**config.mk**
```make
export PLATFORM = sky130hd
export DESIGN_NAME = pc_gen
export DESIGN_NICKNAME = d
export VERILOG_FILES = /design/src/rtl/pc_pkg.sv /design/src/rtl/pc_gen_ras.sv /design/src/rtl/pc_gen.sv
export SDC_FILE = /design/constraint.sdc
export NUM_CORES = 1
export LEC_CHECK = 0
export ABC_AREA = 1
export BUFFER_PORTS_ARGS = -buffer_cell sky130_fd_sc_hd__buf_2
export CAP_MARGIN = 15
export CORE_UTILIZATION = 31
export DETAILED_ROUTE_END_ITERATION = 8
export PLACE_DENSITY = 0.54
export SLEW_MARGIN = 25
export SYNTH_ARGS = -nofsm -noshare
export SYNTH_HDL_FRONTEND = slang
export SYNTH_SLANG_ARGS = --single-unit
```
**constraint.sdc**
```tcl
create_clock -name clk -period 2.9 [get_ports clk]
set_input_delay 0.145 -clock clk [delete_from_list [all_inputs] [get_ports clk]]
set_output_delay 0.145 -clock clk [all_outputs]
set_load 0.05 [all_outputs]
```
**src/rtl/pc_pkg.sv**
```systemverilog
// Shared types and default constants for the next-PC generator.
package pc_pkg;

    typedef enum logic [1:0] {
        BOOT = 2'd0,
        RUN  = 2'd1,
        HALT = 2'd2
    } pc_state_t;

    localparam int          DEF_XLEN      = 16;
    localparam int          DEF_INC       = 4;
    localparam int          DEF_RAS_DEPTH = 4;
    localparam int          ALIGN_BITS    = $clog2(DEF_INC);
    localparam logic [15:0] DEF_RESET_VEC = 16'h0000;
    localparam logic [15:0] DEF_TRAP_VEC  = 16'h0010;

endpackage

```
**src/rtl/pc_gen_ras.sv**
```systemverilog
// Circular return-address stack: saturating count, oldest entry overwritten.
module ras_stack #(
    parameter int DEPTH = 4,
    parameter int W     = 16
) (
    input  logic                       clk,
    input  logic                       rst_n,
    input  logic                       clr,
    input  logic                       push,
    input  logic                       pop,
    input  logic [W-1:0]               push_data,
    output logic [W-1:0]               top,
    output logic                       empty,
    output logic [$clog2(DEPTH+1)-1:0] count
);

    localparam int PW = $clog2(DEPTH);
    localparam int CW = $clog2(DEPTH + 1);

    logic [W-1:0]  mem [DEPTH];
    logic [PW-1:0] ptr;
    logic          do_pop;

    assign empty  = (count == '0);
    assign top    = mem[ptr];
    assign do_pop = pop && !empty;

    always_ff @(posedge clk or negedge rst_n) begin
        if (!rst_n) begin
            ptr   <= '0;
            count <= '0;
            for (int i = 0; i < DEPTH; i++) begin
                mem[i] <= '0;
            end
        end else if (clr) begin
            ptr   <= '0;
            count <= '0;
        end else if (do_pop && push) begin
            // pop-then-push collapses to replacing the top in place
            mem[ptr] <= push_data;
        end else if (push) begin
            mem[ptr + PW'(1)] <= push_data;
            ptr               <= ptr + PW'(1);
            if (count != CW'(DEPTH)) begin
                count <= count + CW'(1);
            end
        end else if (do_pop) begin
            ptr   <= ptr - PW'(1);
            count <= count - CW'(1);
        end
    end

endmodule

```
**src/rtl/pc_gen.sv**
```systemverilog
// Next-PC generator: boot/run/halt FSM, prioritised trap/redirect mux,
// alignment check and return-address prediction.
module pc_gen
    import pc_pkg::*;
#(
    parameter int              XLEN      = DEF_XLEN,
    parameter int              INC       = DEF_INC,
    parameter logic [XLEN-1:0] RESET_VEC = XLEN'(DEF_RESET_VEC),
    parameter logic [XLEN-1:0] TRAP_VEC  = XLEN'(DEF_TRAP_VEC),
    parameter int              RAS_DEPTH = DEF_RAS_DEPTH
) (
    input  logic            clk,
    input  logic            rst_n,
    input  logic            stall_i,
    input  logic            halt_i,
    input  logic            resume_i,
    input  logic            trap_i,
    input  logic            redirect_i,
    input  logic [XLEN-1:0] redirect_pc_i,
    input  logic            call_i,
    input  logic            ret_i,
    output logic [XLEN-1:0] pc_o,
    output logic            pc_valid_o,
    output logic            misalign_o,
    output logic            ras_underflow_o,
    output logic            ras_empty_o
);

    localparam int              CW       = $clog2(RAS_DEPTH + 1);
    localparam logic [XLEN-1:0] LSB_MASK = XLEN'(INC - 1);

    pc_state_t       state, state_n;
    logic [XLEN-1:0] pc_n;
    logic [XLEN-1:0] inc_pc;
    logic [XLEN-1:0] rd_align;
    logic            rd_mis;
    logic            mis_n;
    logic            und_n;
    logic            in_run;
    logic            in_halt;
    logic            ras_clr;
    logic            ras_push;
    logic            ras_pop;
    logic [XLEN-1:0] ras_top;
    logic [CW-1:0]   ras_count;

    assign in_run   = (state == RUN);
    assign in_halt  = (state == HALT);
    assign inc_pc   = pc_o + XLEN'(INC);
    assign rd_align = redirect_pc_i & ~LSB_MASK;
    assign rd_mis   = |(redirect_pc_i & LSB_MASK);

    // A call pushes even when its target arrives on the redirect path.
    assign ras_clr  = trap_i && (in_run || in_halt);
    assign ras_push = in_run && call_i && !stall_i && !trap_i;
    assign ras_pop  = in_run && ret_i && !stall_i && !trap_i && !redirect_i;

    always_comb begin
        state_n = state;
        pc_n    = pc_o;
        mis_n   = 1'b0;
        und_n   = 1'b0;
        unique case (state)
            BOOT: begin
                state_n = RUN;
            end
            RUN: begin
                if (trap_i) begin
                    pc_n = TRAP_VEC;
                end else if (redirect_i) begin
                    pc_n  = rd_align;
                    mis_n = rd_mis;
                end else if (stall_i) begin
                    pc_n = pc_o;
                end else if (ret_i && !ras_empty_o) begin
                    pc_n = ras_top;
                end else begin
                    pc_n  = inc_pc;
                    und_n = ret_i;
                end
                if (halt_i && !trap_i) begin
                    state_n = HALT;
                end
            end
            HALT: begin
                if (trap_i) begin
                    pc_n    = TRAP_VEC;
                    state_n = RUN;
                end else begin
                    if (redirect_i) begin
                        pc_n  = rd_align;
                        mis_n = rd_mis;
                    end
                    if (resume_i && !halt_i) begin
                        state_n = RUN;
                    end
                end
            end
            default: begin
                state_n = BOOT;
            end
        endcase
    end

    always_ff @(posedge clk or negedge rst_n) begin
        if (!rst_n) begin
            state           <= BOOT;
            pc_o            <= RESET_VEC;
            pc_valid_o      <= 1'b0;
            misalign_o      <= 1'b0;
            ras_underflow_o <= 1'b0;
        end else begin
            state           <= state_n;
            pc_o            <= pc_n;
            pc_valid_o      <= (state_n == RUN);
            misalign_o      <= mis_n;
            ras_underflow_o <= und_n;
        end
    end

    ras_stack #(
        .DEPTH (RAS_DEPTH),
        .W     (XLEN)
    ) u_ras (
        .clk       (clk),
        .rst_n     (rst_n),
        .clr       (ras_clr),
        .push      (ras_push),
        .pop       (ras_pop),
        .push_data (inc_pc),
        .top       (ras_top),
        .empty     (ras_empty_o),
        .count     (ras_count)
    );

endmodule
```
==> impl_results.md <==
* Hold depth at 3
* Post-route DRC at 0
* Crit share post-route at 78.5%
* Layout cells sized above 1 at 18.4%
* Post-CTS setup buffer count at 0
* Worst vdd ir at 0.000569 V
* Fillers at 1732
* Root Driver: clkbuf_16
* Antenna-violating nets left at 0
* DR vias at 4311
* Hold Path Sink: pc_o[6]$_DFFE_PN0P_
* FMAX at 0.439 GHz
* Minimum clock period at 2.28 ns
* Final HPWL DP at 9.08 mm
* Die extent in y at 130 um
* Worst hold path type: input port to flip-flop
* Synth unique cells at 40
* CP Capture Type: flip-flop
* Worst EP required at 3.17 ns
* Buf/Inv on CP at 1
* All-Layer GR Usage at 17.1%
* ANT cells at 0
* Mapped Area at 5110 um2
* Synth Register Bits at 90
* Largest delay contributor family on the critical path: simple AND/OR/NAND/NOR gates
* Initial antenna violation count at 0
* Worst-path clk slew at 0.06 ns
* Worst hold start: redirect_pc_i[6]
* First-pass GRT wire length at 21.9 mm
* Slew of the pin with the lowest slew margin at 0.625 ns
* Status: finished, final reports clean
* Cell taking the most area after synthesis: dfrtp_1
* Top-area cell type share of the netlist area at 44.1%
* Worst path slowest cell: fa_1
* Gp weighted congestion at 0.884
* Post-route non-filler standard cell count at 891
* Post-CTS sizing at 0
* Largest net degree at the start of global routing at 42
* Number of global-route vias before repair at 4132
* Critical path peak fanout at 8
* Top post-synthesis cells by area: dfrtp_1, nand2_1, o21ai_2, nand3_1, nor2_1
* CTS tree: built
* Clk_skew at 0.00379 ns
* GRT overflow at 0
* Final setup viols at 0
* Die W at 130 um
* Worst path arrival time at 2.54 ns
* Maximum clock insertion buffer count at 2
* Max-Cap Viols at 0
* DRT iter0 DRCs at 249
* Total number of H-tree levels at 3
* Nets@finish at 712
* Max-slew headroom at 58.0%
* Cell count after synthesis at 635
* Initial DRT Pass Iterations at 5
* Avg WL per Cell at 14.9 um
* Synthesis Warnings at 0
* Setup slack at placement at 0.592 ns
* CP Class: flip-flop to flip-flop
* Kind of launch point of the worst setup path: flip-flop
* DR vias/cell at 4.84
* Post-Route WL at 13.2 mm
* P per Cell Area at 1070 nW/um2
* CP cell instances: inv_1, ha_1, nand2_1, nor3_4, fa_1, or2_2, o21ai_0
* Fin. Hold Viols at 0
* Slew Limit Fails at 0
* Boundary pin count at 45
* Setup ws final at 0.624 ns
* RSZ-0062 raised after global routing: no
* FFs w/ async S/R, synth at 100%
* Die area at 17000 um2
* Reg2Reg Setup Slack at 0.62 ns
* Setup TNS at 0 ns
* Clock latency at the later pin of the worst-skew pair at 0.35 ns
* Sequential share of the synthesized area at 44.1%
* Worst R2R Start: state[1]$_DFF_PN0_
* Net Count, Synth at 674
* Avg Inst Size Synth at 8.04 um2
* Largest stage delay on the critical path at 0.50 ns
* RR Endpoint: u_ras.count[1]$_DFFE_PN0P_
* Number of synthesized flops with an enable pin at 0
* IO Port Bufs at 44
* Clock sinks at 90
* Layout area overhead at 12.1%
* Pleak at 2.73 nW
* Worst reg2reg path depth at 7
* Hold buffers post-CTS at 1
* Main flop type after synthesis: dfrtp_1
* Worst setup path start: state[1]$_DFF_PN0_
* Row count at 46
* Post-Place Cells at 877
* Initial Util at 31.9%
* Core area at 16000 um2
* CTS Buf Count at 9
==> registers in the layout (all words and copies together) (netlist names) <==
name and flops:
u_ras.mem 64, u_ras.count 3, pc_o 16, pc_valid_o 1, state 2, misalign_o 1, ras_underflow_o 1, u_ras.ptr 2
==> how the worst max path moves through the flow <==
stage                                      end  depth (start not counted)
floorplan           u_ras.count[1]$_DFFE_PN0P_                          7
global placement    u_ras.count[1]$_DFFE_PN0P_                          7
detailed placement  u_ras.count[1]$_DFFE_PN0P_                          7
CTS                 u_ras.count[1]$_DFFE_PN0P_                          7
global route        u_ras.count[1]$_DFFE_PN0P_                          7
finish              u_ras.count[1]$_DFFE_PN0P_                          7
==> final cells by class <==
class | instances | area [um2] | area share, %
sequential | 90 | 2250 | 39.4
clock buffer | 12 | 236 | 4.13
clock inverter | 1 | 5.00 | 0.0875
timing repair buffer | 57 | 323 | 5.64
multi-input combinational | 468 | 2460 | 43.0
tap | 216 | 270 | 4.72
inverter | 47 | 176 | 3.08
==> cells by family after synthesis <==
kind of cell / share of synthesized area, %
AO/OA/AOI/OAI: 16.2
XOR/XNOR: 1.20
adder cells (fa/ha/maj): 3.58
buffers and inverters: 7.74
flip-flops: 44.1
AND/OR/NAND/NOR: 27.2
==> power breakdown <==
group | leakage (nW) | switching (mW) | internal [mW]
Sequential | 1.18 | 0.401 | 1.74
Clock | 0.118 | 0.468 | 0.566
Combinational | 1.43 | 2.04 | 0.925
==> cell usage after synthesis, types with 4 or more instances <==
library cell  number
nand2_1          191
dfrtp_1           90
nor2_1            53
nand3_1           44
inv_1             42
o21ai_2           37
o21ai_1           31
o21ai_0           30
a21oi_1           14
ha_1              13
buf_6             12
a31oi_1           10
buf_2             10
nand2_2            8
clkbuf_1           7
nand4_1            6
xor2_1             4
==> routing by layer <==
metal	track usage, %	wire length (um)	share of wire [%]
met5	0	0	0
met1	24.4	6510	49
met4	8.18	283	2.1
met3	2.34	608	4.6
met2	25.5	5840	44
==> cells in the final DEF, fill, tap and decap left out, types with 14 or more instances in the layout <==
cell	synthesis	routed
o21ai_2	37	37
nand2_1	191	191
nor2_1	53	53
o21ai_0	30	30
buf_2	10	43
inv_1	42	42
nand3_1	44	44
o21ai_1	31	31
a21oi_1	14	14
dfrtp_1	90	90
==> through the flow <==
stage	hold slack [ns]	util [%]	area [um2]	power [mW]
after floorplan	-0.151	-	5110	4.31
after global placement	0.164	34.2	5470	5.06
after detailed placement	0.165	34.2	5470	5.13
after CTS	0.0569	35.8	5720	6.18
after global routing	0.0938	35.8	5720	6.64
final	0.0753	35.8	5720	6.14
==> tightest hold or removal path, cell delays in order <==
cell and delay (ns):
buf_2 0.08, o211ai_1 0.08, o21ai_0 0.07
Note: power is estimated with default switching activity, not from simulation.
